### src/rtl/display_pkg.sv
// display_pkg: shared constants and FSM encoding for the display write arbiter.
package display_pkg;
  localparam int DIGITS = 8;
  localparam int ADDR_W = 3;
  localparam int DIN_W = 6;
  localparam logic DIN_MARK = 1'b1;
  typedef enum logic [1:0] {IDLE = 2'd0, WRITE = 2'd1, DONE = 2'd2} state_t;
endpackage

### src/rtl/rr_arbiter.sv
// rr_arbiter: combinational round-robin pick starting just above rr_last.
module rr_arbiter #(
  parameter int NREQ = 2,
  parameter int IW = $clog2(NREQ)
) (
  input  logic [NREQ-1:0] req,
  input  logic [IW-1:0]   rr_last,
  output logic [NREQ-1:0] gnt,
  output logic [IW-1:0]   idx
);
  always_comb begin
    idx = '0;
    // Walk from farthest to nearest so the source right after rr_last wins.
    for (int i = NREQ; i >= 1; i--)
      if (req[(int'(rr_last) + i) % NREQ]) idx = IW'((int'(rr_last) + i) % NREQ);
    gnt = (|req) ? NREQ'(1) << idx : '0;
  end
endmodule

### src/rtl/display_write_arbiter.sv
// display_write_arbiter: round-robin owner of the display write port; latches
// the winning frame and bursts its 8 digits from address 7 down to 0.
module display_write_arbiter
  import display_pkg::*;
#(
  parameter int NREQ = 2
) (
  input  logic                 clk,
  input  logic                 rst_n,
  input  logic [NREQ-1:0]      req,
  input  logic [NREQ*32-1:0]   frame,
  output logic [NREQ-1:0]      ack,
  output logic [NREQ-1:0]      gnt,
  output logic                 busy,
  output logic                 W,
  output logic [ADDR_W-1:0]    WADD,
  output logic [DIN_W-1:0]     DIN
);
  localparam int IW = $clog2(NREQ);
  state_t state_q, state_d;
  logic [ADDR_W-1:0] cnt_q, cnt_d;
  logic [31:0] frame_q, frame_d;
  logic [IW-1:0] owner_q, owner_d, rr_q, rr_d, win_idx;
  logic [NREQ-1:0] win_gnt, owner_oh;
  rr_arbiter #(.NREQ(NREQ), .IW(IW)) u_rr (
    .req(req), .rr_last(rr_q), .gnt(win_gnt), .idx(win_idx)
  );
  always_comb begin
    state_d = state_q;
    cnt_d = cnt_q;
    frame_d = frame_q;
    owner_d = owner_q;
    rr_d = rr_q;
    case (state_q)
      IDLE: if (|req) begin
        state_d = WRITE;
        cnt_d = ADDR_W'(DIGITS - 1);
        owner_d = win_idx;
        for (int i = 0; i < NREQ; i++) if (win_gnt[i]) frame_d = frame[32*i +: 32];
      end
      WRITE: begin
        cnt_d = (cnt_q == '0) ? '0 : cnt_q - ADDR_W'(1);
        state_d = (cnt_q == '0) ? DONE : WRITE;
      end
      DONE: begin
        rr_d = owner_q;
        state_d = IDLE;
      end
      default: state_d = IDLE;
    endcase
  end
  always_ff @(posedge clk or negedge rst_n) begin
    if (!rst_n) begin
      state_q <= IDLE;
      cnt_q <= '0;
      frame_q <= '0;
      owner_q <= '0;
      rr_q <= IW'(NREQ - 1);
    end else begin
      state_q <= state_d;
      cnt_q <= cnt_d;
      frame_q <= frame_d;
      owner_q <= owner_d;
      rr_q <= rr_d;
    end
  end
  assign owner_oh = NREQ'(1) << owner_q;
  assign W = (state_q == WRITE);
  assign busy = (state_q != IDLE);
  assign gnt = busy ? owner_oh : '0;
  assign ack = (state_q == DONE) ? owner_oh : '0;
  assign WADD = cnt_q;
  assign DIN = {DIN_MARK, frame_q[{cnt_q, 2'b00} +: 4], DIN_MARK};
endmodule

### config.mk
export PLATFORM = sky130hd
export DESIGN_NAME = display_write_arbiter
export DESIGN_NICKNAME = d
export VERILOG_FILES = /design/src/rtl/display_pkg.sv /design/src/rtl/rr_arbiter.sv /design/src/rtl/display_write_arbiter.sv
export SDC_FILE = /design/constraint.sdc
export NUM_CORES = 1
export LEC_CHECK = 0
export BUFFER_PORTS_ARGS = -buffer_cell sky130_fd_sc_hd__buf_2
export CORE_ASPECT_RATIO = 0.6
export CORE_MARGIN = 4
export CORE_UTILIZATION = 40
export DETAILED_ROUTE_END_ITERATION = 8
export MAX_ROUTING_LAYER = met4
export PLACE_DENSITY_LB_ADDON = 0.12
export SLEW_MARGIN = 20
export SYNTH_ARGS = -nofsm -noshare
export SYNTH_HDL_FRONTEND = slang
export SYNTH_SLANG_ARGS = --single-unit
export TNS_END_PERCENT = 20
### constraint.sdc
create_clock -name clk -period 2.35 [get_ports clk]
set_clock_uncertainty 0.15 [all_clocks]
set_input_delay 0.47 -clock clk [delete_from_list [all_inputs] [get_ports clk]]
set_output_delay 0.47 -clock clk [all_outputs]
set_load 0.02 [all_outputs]
==> key figures, run 1 <==
Synth
  – EDFF count, synth: 0
  – Commonest cells in the netlist: 65 x nand2_1, 38 x dfrtp_1, 34 x a21oi_1, 32 x a31oi_1, 14 x clkbuf_1
  – Top_reg_cell synth: dfrtp_1
  – Syn Std Cell Area: about 0.0021 mm^2
  – Sequential share of the synthesized area: between 40 and 50%
  – Syn Inst Count: ~230
  – Synth Warn #: 0
  – Most numerous cell in the Yosys netlist: nand2_1
  – Async SR Flop Fraction: 100%
  – Synth area leader: dfrtp_1
  – Yosys cell types: 30
  – Avg Cell Area, Syn: a little over 9 um^2
  – Synth area leaders: dfrtp_1 45%, nand2_1 12%, mux4_1 9.9%
  – #FFs+latches synth: 39
  – Share of the synthesized area in the top cell type: 44.9%

Detailed routing
  – First DRT Iteration DRCs: 105
  – Max layer used: met4
  – DRC viols: 0
  – Metal2 WL: 2.39 mm
  – Avg WL per Cell: 15.9 um
  – Routed vias/inst: 5.20
  – Vias: around 2000
  – Total routed wirelength: 5.97 mm
  – Remaining antenna violation count: 0
  – Met1 Routed Length: 2.92 mm
  – Initial DRT Pass Iterations: 4
  – DR WL met3: about 630 um

Global routing
  – Total gr overflow: 0
  – First-pass GRT wire length: 9.37 mm
  – Vias in the first global route: 1776
  – Initial antenna violation count: 0
  – Largest net degree at the start of global routing: 40
  – GRT Overall Usage: 19.2%

Worst setup path
  – Setup crit start kind: register
  – Kind of critical path: register to output port
  – Worst Setup End Kind: output port
  – Crit-path max cell delay: 0.50 ns
  – Crit-path cells: buf_12 > mux4_2 > mux2_4 > buf_6
  – Slowest library cell on the worst path: mux4_2
  – Crit-path leading delay family: multiplexers
  – CP max FO: 5
  – Buf/Inv on CP: 2
  – CP arrival: 1.72 ns
  – Worst endpoint required time: 1.73 ns

Floorplanning
  – Die H: 64.4 um
  – Initial core utilization: about two fifths
  – Number of cell rows: 20
  – Die X: 102 um
  – Core area: ~0.0051 mm^2
  – I/O pin count: 83
  – Full die area: about 0.0066 mm^2

Job
  – Maxcap violations: 0

Place
  – Dpl hpwl: 4.27 mm
  – Placed cell areas: 0.00257 mm^2
  – Setup WS pre-CTS: 0.0870 ns
  – Placed Cells: around 370
  – Routability cong.: 0.814
  – Port-buffer cells: 80

CTS
  – Root buffer cell: clkbuf_8
  – Reg clk slew, reported paths: 0.08 ns
  – Hold-fix buffers, CTS: 0
  – # clock sinks: 39
  – CTS tree: built
  – H-tree levels: 2
  – Clock Latency Late Sink: 0.28 ns
  – CTS Buf Count: 5
  – CTS max path bufs: 2

Timing
  – Tcrit/Tclk final: between 90 and 100%
  – Worst slew margin: 50.0%
  – Slew Viols, Final: 0
  – Final hold viol count: 0
  – PnR worst setup slack: 0.0103 ns
  – RSZ-0062 raised after global routing: yes
  – F_max: approximately 430 MHz
  – Min Tclk post-route: approximately 2.3 ns
  – Setup Viol. Count Final: 0
  – Setup tns final: 0 ns
  – Slew @ Worst Pin: 0.750 ns

Pwr
  – Pwr/cell area: 1380 mW/mm^2
  – VDD IR max: around 0.00042 V
  – Overall Power: 3790 uW
  – Leakage power: around 0.0013 uW

Cells and area
  – Share of cells above drive strength 1: 37.7%
  – Ant. Diodes: 0
  – Final nets: 377
  – Final cell count without fillers: 376
  – Fin area: 0.00274 mm^2
  – Area Overhead vs Synth: 29.0%

Status
  – Status: finished, final reports clean

Worst hold path
  – Hold crit path type: input port to asynchronous set/reset pin
-- area by class of cell --
cell class	instances	area (um^2)
repair buffers	90	529
flip-flops and latches	39	980
fillers	493	2340
inverters	4	15.0
clock inverters	2	35.0
clock buffers	6	82.6
well taps	66	82.6
multi-input cells	169	1010
-- per-layer routing --
layer  vias up  global-route usage [%]
met5         -                       -
met4         0                    5.24
met3         2                    5.02
met2        87                    24.0
met1       890                    29.9
li1        975                       -
-- kinds of logic after synthesis --
group / count (synthesis) / synth area share, %
simple gates: 80 / 14.9
compound gates: 74 / 20.4
flops: 39 / 46.1
buf+inv: 27 / 5.84
mux: 13 / 12.5
other cells: 1 / 0.177
-- metrics by stage --
stage          hold WS (ns)  util, %
5_1_grt               0.112     53.8
4_1_cts               0.103     53.9
2_1_floorplan        0.0244        -
6_report             0.0794     53.8
3_3_place_gp          0.372     50.7
3_5_place_dp          0.375     50.7
-- power breakdown --
| group | leakage (uW) | total [uW] | switching, uW | internal, uW |
|---|---|---|---|---|
| sequential | 0.000435 | 1350 | 328 | 1020 |
| combinational | 0.000785 | 1860 | 900 | 965 |
| clock | 0.0000612 | 574 | 230 | 344 |
| total | 0.00128 | 3790 | 1460 | 2330 |
-- worst register-to-register path: stages (launching register included) --
cell and delay (ns):
dfrtp_1 0.46, nor2_2 0.14, and2_1 0.62, buf_4 0.35
a31oi_1 0.12
-- sequential cells by signal (all words and copies together) (netlist names) --
signal / flops
owner_q: 1
state_q: 2
rr_q: 1
WADD: 3
frame_q: 32
-- layout by cell type (no fill, tap or decap), types with 4 or more instances in the layout --
| cell | n |
|---|---|
| a21oi_1 | 34 |
| a31oi_1 | 32 |
| buf_2 | 76 |
| buf_4 | 7 |
| buf_6 | 5 |
| clkbuf_8 | 6 |
| dfrtp_1 | 36 |
| inv_1 | 4 |
| mux2_4 | 4 |
| mux4_2 | 8 |
| nand2_1 | 65 |
| nor2_1 | 7 |
-- path summary, 6_finish.rpt --
| kind | startpoint | endpoint | slack [ns] | cells past startpoint |
|---|---|---|---|---|
| max | WADD[0] | DIN[3] | 0.01 | 4 |
| min | rst_n | state_q[1] | 0.08 | 2 |
| max reg2reg | state_q[0] | frame_q[14] | 0.38 | 4 |
| min reg2reg | rr_q | rr_q | 0.39 | 1 |
| max in group asynchronous | rst_n | WADD[2] | 1.61 | 2 |
| min in group clk | frame[27] | frame_q[27] | 0.28 | 3 |
-- timing repair --
action	CTS	global route
setup buffers	2	0
gates resized for setup	19	5
setup endpoints to repair	4	4
No activity file was read; power rests on OpenSTA's default activity.
==> run 2: changes to the inputs <==
--- a/config.mk
+++ b/config.mk
@@ -6,9 +6,11 @@
 export NUM_CORES = 1
 export LEC_CHECK = 0
 export BUFFER_PORTS_ARGS = -buffer_cell sky130_fd_sc_hd__buf_2
+export CELL_PAD_IN_SITES_DETAIL_PLACEMENT = 1
+export CELL_PAD_IN_SITES_GLOBAL_PLACEMENT = 2
 export CORE_ASPECT_RATIO = 0.6
 export CORE_MARGIN = 4
-export CORE_UTILIZATION = 40
+export CORE_UTILIZATION = 28
 export DETAILED_ROUTE_END_ITERATION = 8
 export MAX_ROUTING_LAYER = met4
 export PLACE_DENSITY_LB_ADDON = 0.12
==> key figures, run 2 (synthesis gave the netlist of run 1 again) <==
Detailed routing
  – Initial DRT Pass Iterations: 4
  – Routed vias/inst: 4.84
  – Avg WL per Cell: roughly 17 um
  – Remaining antenna violation count: 0
  – Vias: 2007
  – First DRT Iteration DRCs: 94
  – Total routed wirelength: 7.01 mm
  – DRC viols: 0

CTS
  – CTS tree: built
  – CTS max path bufs: 2
  – Hold-fix buffers, CTS: 0
  – CTS Buf Count: 5
  – Reg clk slew, reported paths: 0.06 ns
  – # clock sinks: 39
  – H-tree levels: 2
  – Clock Latency Late Sink: around 0.28 ns
  – Root buffer cell: clkbuf_16

Floorplanning
  – I/O pin count: 83
  – Initial core utilization: 29.0%
  – Full die area: 0.00907 mm^2
  – Die X: 120 um
  – Die H: around 75 um
  – Number of cell rows: 24
  – Core area: ~0.0073 mm^2

Cells and area
  – Ant. Diodes: 0
  – Biggest register: frame_q
  – Area Overhead vs Synth: 32.9%
  – Commonest cells after routing, fill and taps aside: 76 x buf_2, 65 x nand2_1, 36 x dfrtp_1, 34 x a21oi_1, 32 x a31oi_1
  – Final nets: approximately 380
  – Share of cells above drive strength 1: a little under two fifths
  – Fill cells: 889
  – Commonest non-fill, non-tap cell in the layout: buf_2
  – Largest register FFs: 32

Global routing
  – Initial antenna violation count: 0
  – Vias in the first global route: 2073
  – Total gr overflow: 0
  – Largest net degree at the start of global routing: 40
  – First-pass GRT wire length: 11.3 mm
  – GRT Overall Usage: 16.7%

Pwr
  – VDD IR max: 0.000341 V
  – Pwr/cell area: 1400 mW/mm^2
  – Logic pwr share: slightly below 50%
  – Clock network power share: 16.5%
  – Switch share: roughly 40%
  – Reg power frac: 34.4%
  – Internal power: 2400 uW
  – P_sw: 1540 uW
  – Leakage power: 0.00129 uW

Timing
  – Worst slew margin: 65.1%
  – PnR worst setup slack: -0.00991 ns
  – Slew Viols, Final: 0
  – Setup tns final: -0.00991 ns
  – Final hold viol count: 0
  – RSZ-0062 raised after global routing: yes
  – Min Tclk post-route: 2.36 ns
  – Setup Viol. Count Final: 1
  – F_max: between 400 and 500 MHz
  – Tcrit/Tclk final: 100%
  – Slew @ Worst Pin: 0.523 ns

Status
  – Failing checks: setup timing
  – Status: complete, but fails checks

Worst setup path
  – Worst endpoint required time: 1.73 ns
  – CP max FO: 3
  – CP arrival: 1.74 ns
  – Kind of critical path: register to output port
  – Setup crit start kind: register
  – Worst Setup End Kind: output port

Place
  – Setup WS pre-CTS: around 0.074 ns
  – Routability cong.: 0.771
  – Dpl hpwl: 5.02 mm
  – Port-buffer cells: 80

Job
  – Maxcap violations: 0

Worst hold path
  – Hold crit path type: input port to asynchronous set/reset pin
## run 2: cell types whose count changed in the layout (fill, tap and decap cells not counted)
cell | previous run | this run
buf_4 | 7 | 6
clkbuf_1 | 0 | 2
bufinv_16 | 1 | 0
clkbuf_8 | 6 | 0
clkbuf_16 | 0 | 5
buf_6 | 5 | 7
## run 2: worst paths after layout
kind	startpoint	end	slack [ns]	depth (start not counted)
worst max-delay path	WADD[0]	DIN[4]	-0.01	4
worst min-delay path	rst_n	WADD[1]	0.10	2
worst max register to register	state_q[0]	frame_q[6]	0.57	4
worst min register to register	rr_q	rr_q	0.38	1
max in group asynchronous	rst_n	WADD[0]	1.57	2
min in group clk	frame[10]	frame_q[10]	0.30	3
## run 2: what timing repair did
item / 4_1_cts / 5_1_grt
gates cloned: 0 / 0
resized for setup: 21 / 5
setup endpoints to repair: 4 / 4
buffers inserted: 3 / 0
## run 2: cell type report
| type | instances | area, um^2 | share of cell area, % |
|---|---|---|---|
| well taps | 104 | 130 | 4.62 |
| clock buffers | 7 | 133 | 4.71 |
| flip-flops and latches | 39 | 980 | 34.8 |
| clock inverters | 1 | 5.00 | 0.178 |
| multi-input cells | 169 | 1010 | 35.9 |
| repair buffers | 91 | 544 | 19.3 |
| inverters | 4 | 15.0 | 0.533 |
## run 2: metrics by stage
stage	utilization (%)	std cells	area, um^2	hold slack (ns)	total power, uW
5_1_grt	38.6	415	2820	0.143	4220
6_report	38.6	415	2820	0.100	3940
3_3_place_gp	36.1	404	2630	0.368	3000
2_1_floorplan	-	235	2120	0.0244	2410
3_5_place_dp	36.1	404	2630	0.381	3020
4_1_cts	38.4	415	2800	0.116	3910
## run 2: power groups by stage
stage	Sequential [uW]	Clock [uW]	Combinational [uW]
2_1_floorplan	1200	0	1210
3_3_place_gp	1340	0	1670
3_5_place_dp	1340	0	1670
4_1_cts	1350	657	1910
5_1_grt	1400	691	2130
6_report	1360	649	1930
## run 2: worst max-delay path, stage by stage (launching register included)
cell and delay, ns:
dfrtp_2 0.40, buf_6 0.13, mux4_2 0.51, mux2_4 0.29
buf_6 0.13
## run 2: layer usage
layer | GRT usage [%] | part of all wire (%) | up-vias
met5 | - | 0 | -
met4 | 2.64 | 0.60 | 0
met3 | 3.34 | 5.2 | 4
met2 | 22.3 | 40 | 67
met1 | 26.2 | 54 | 962
li1 | - | - | 974
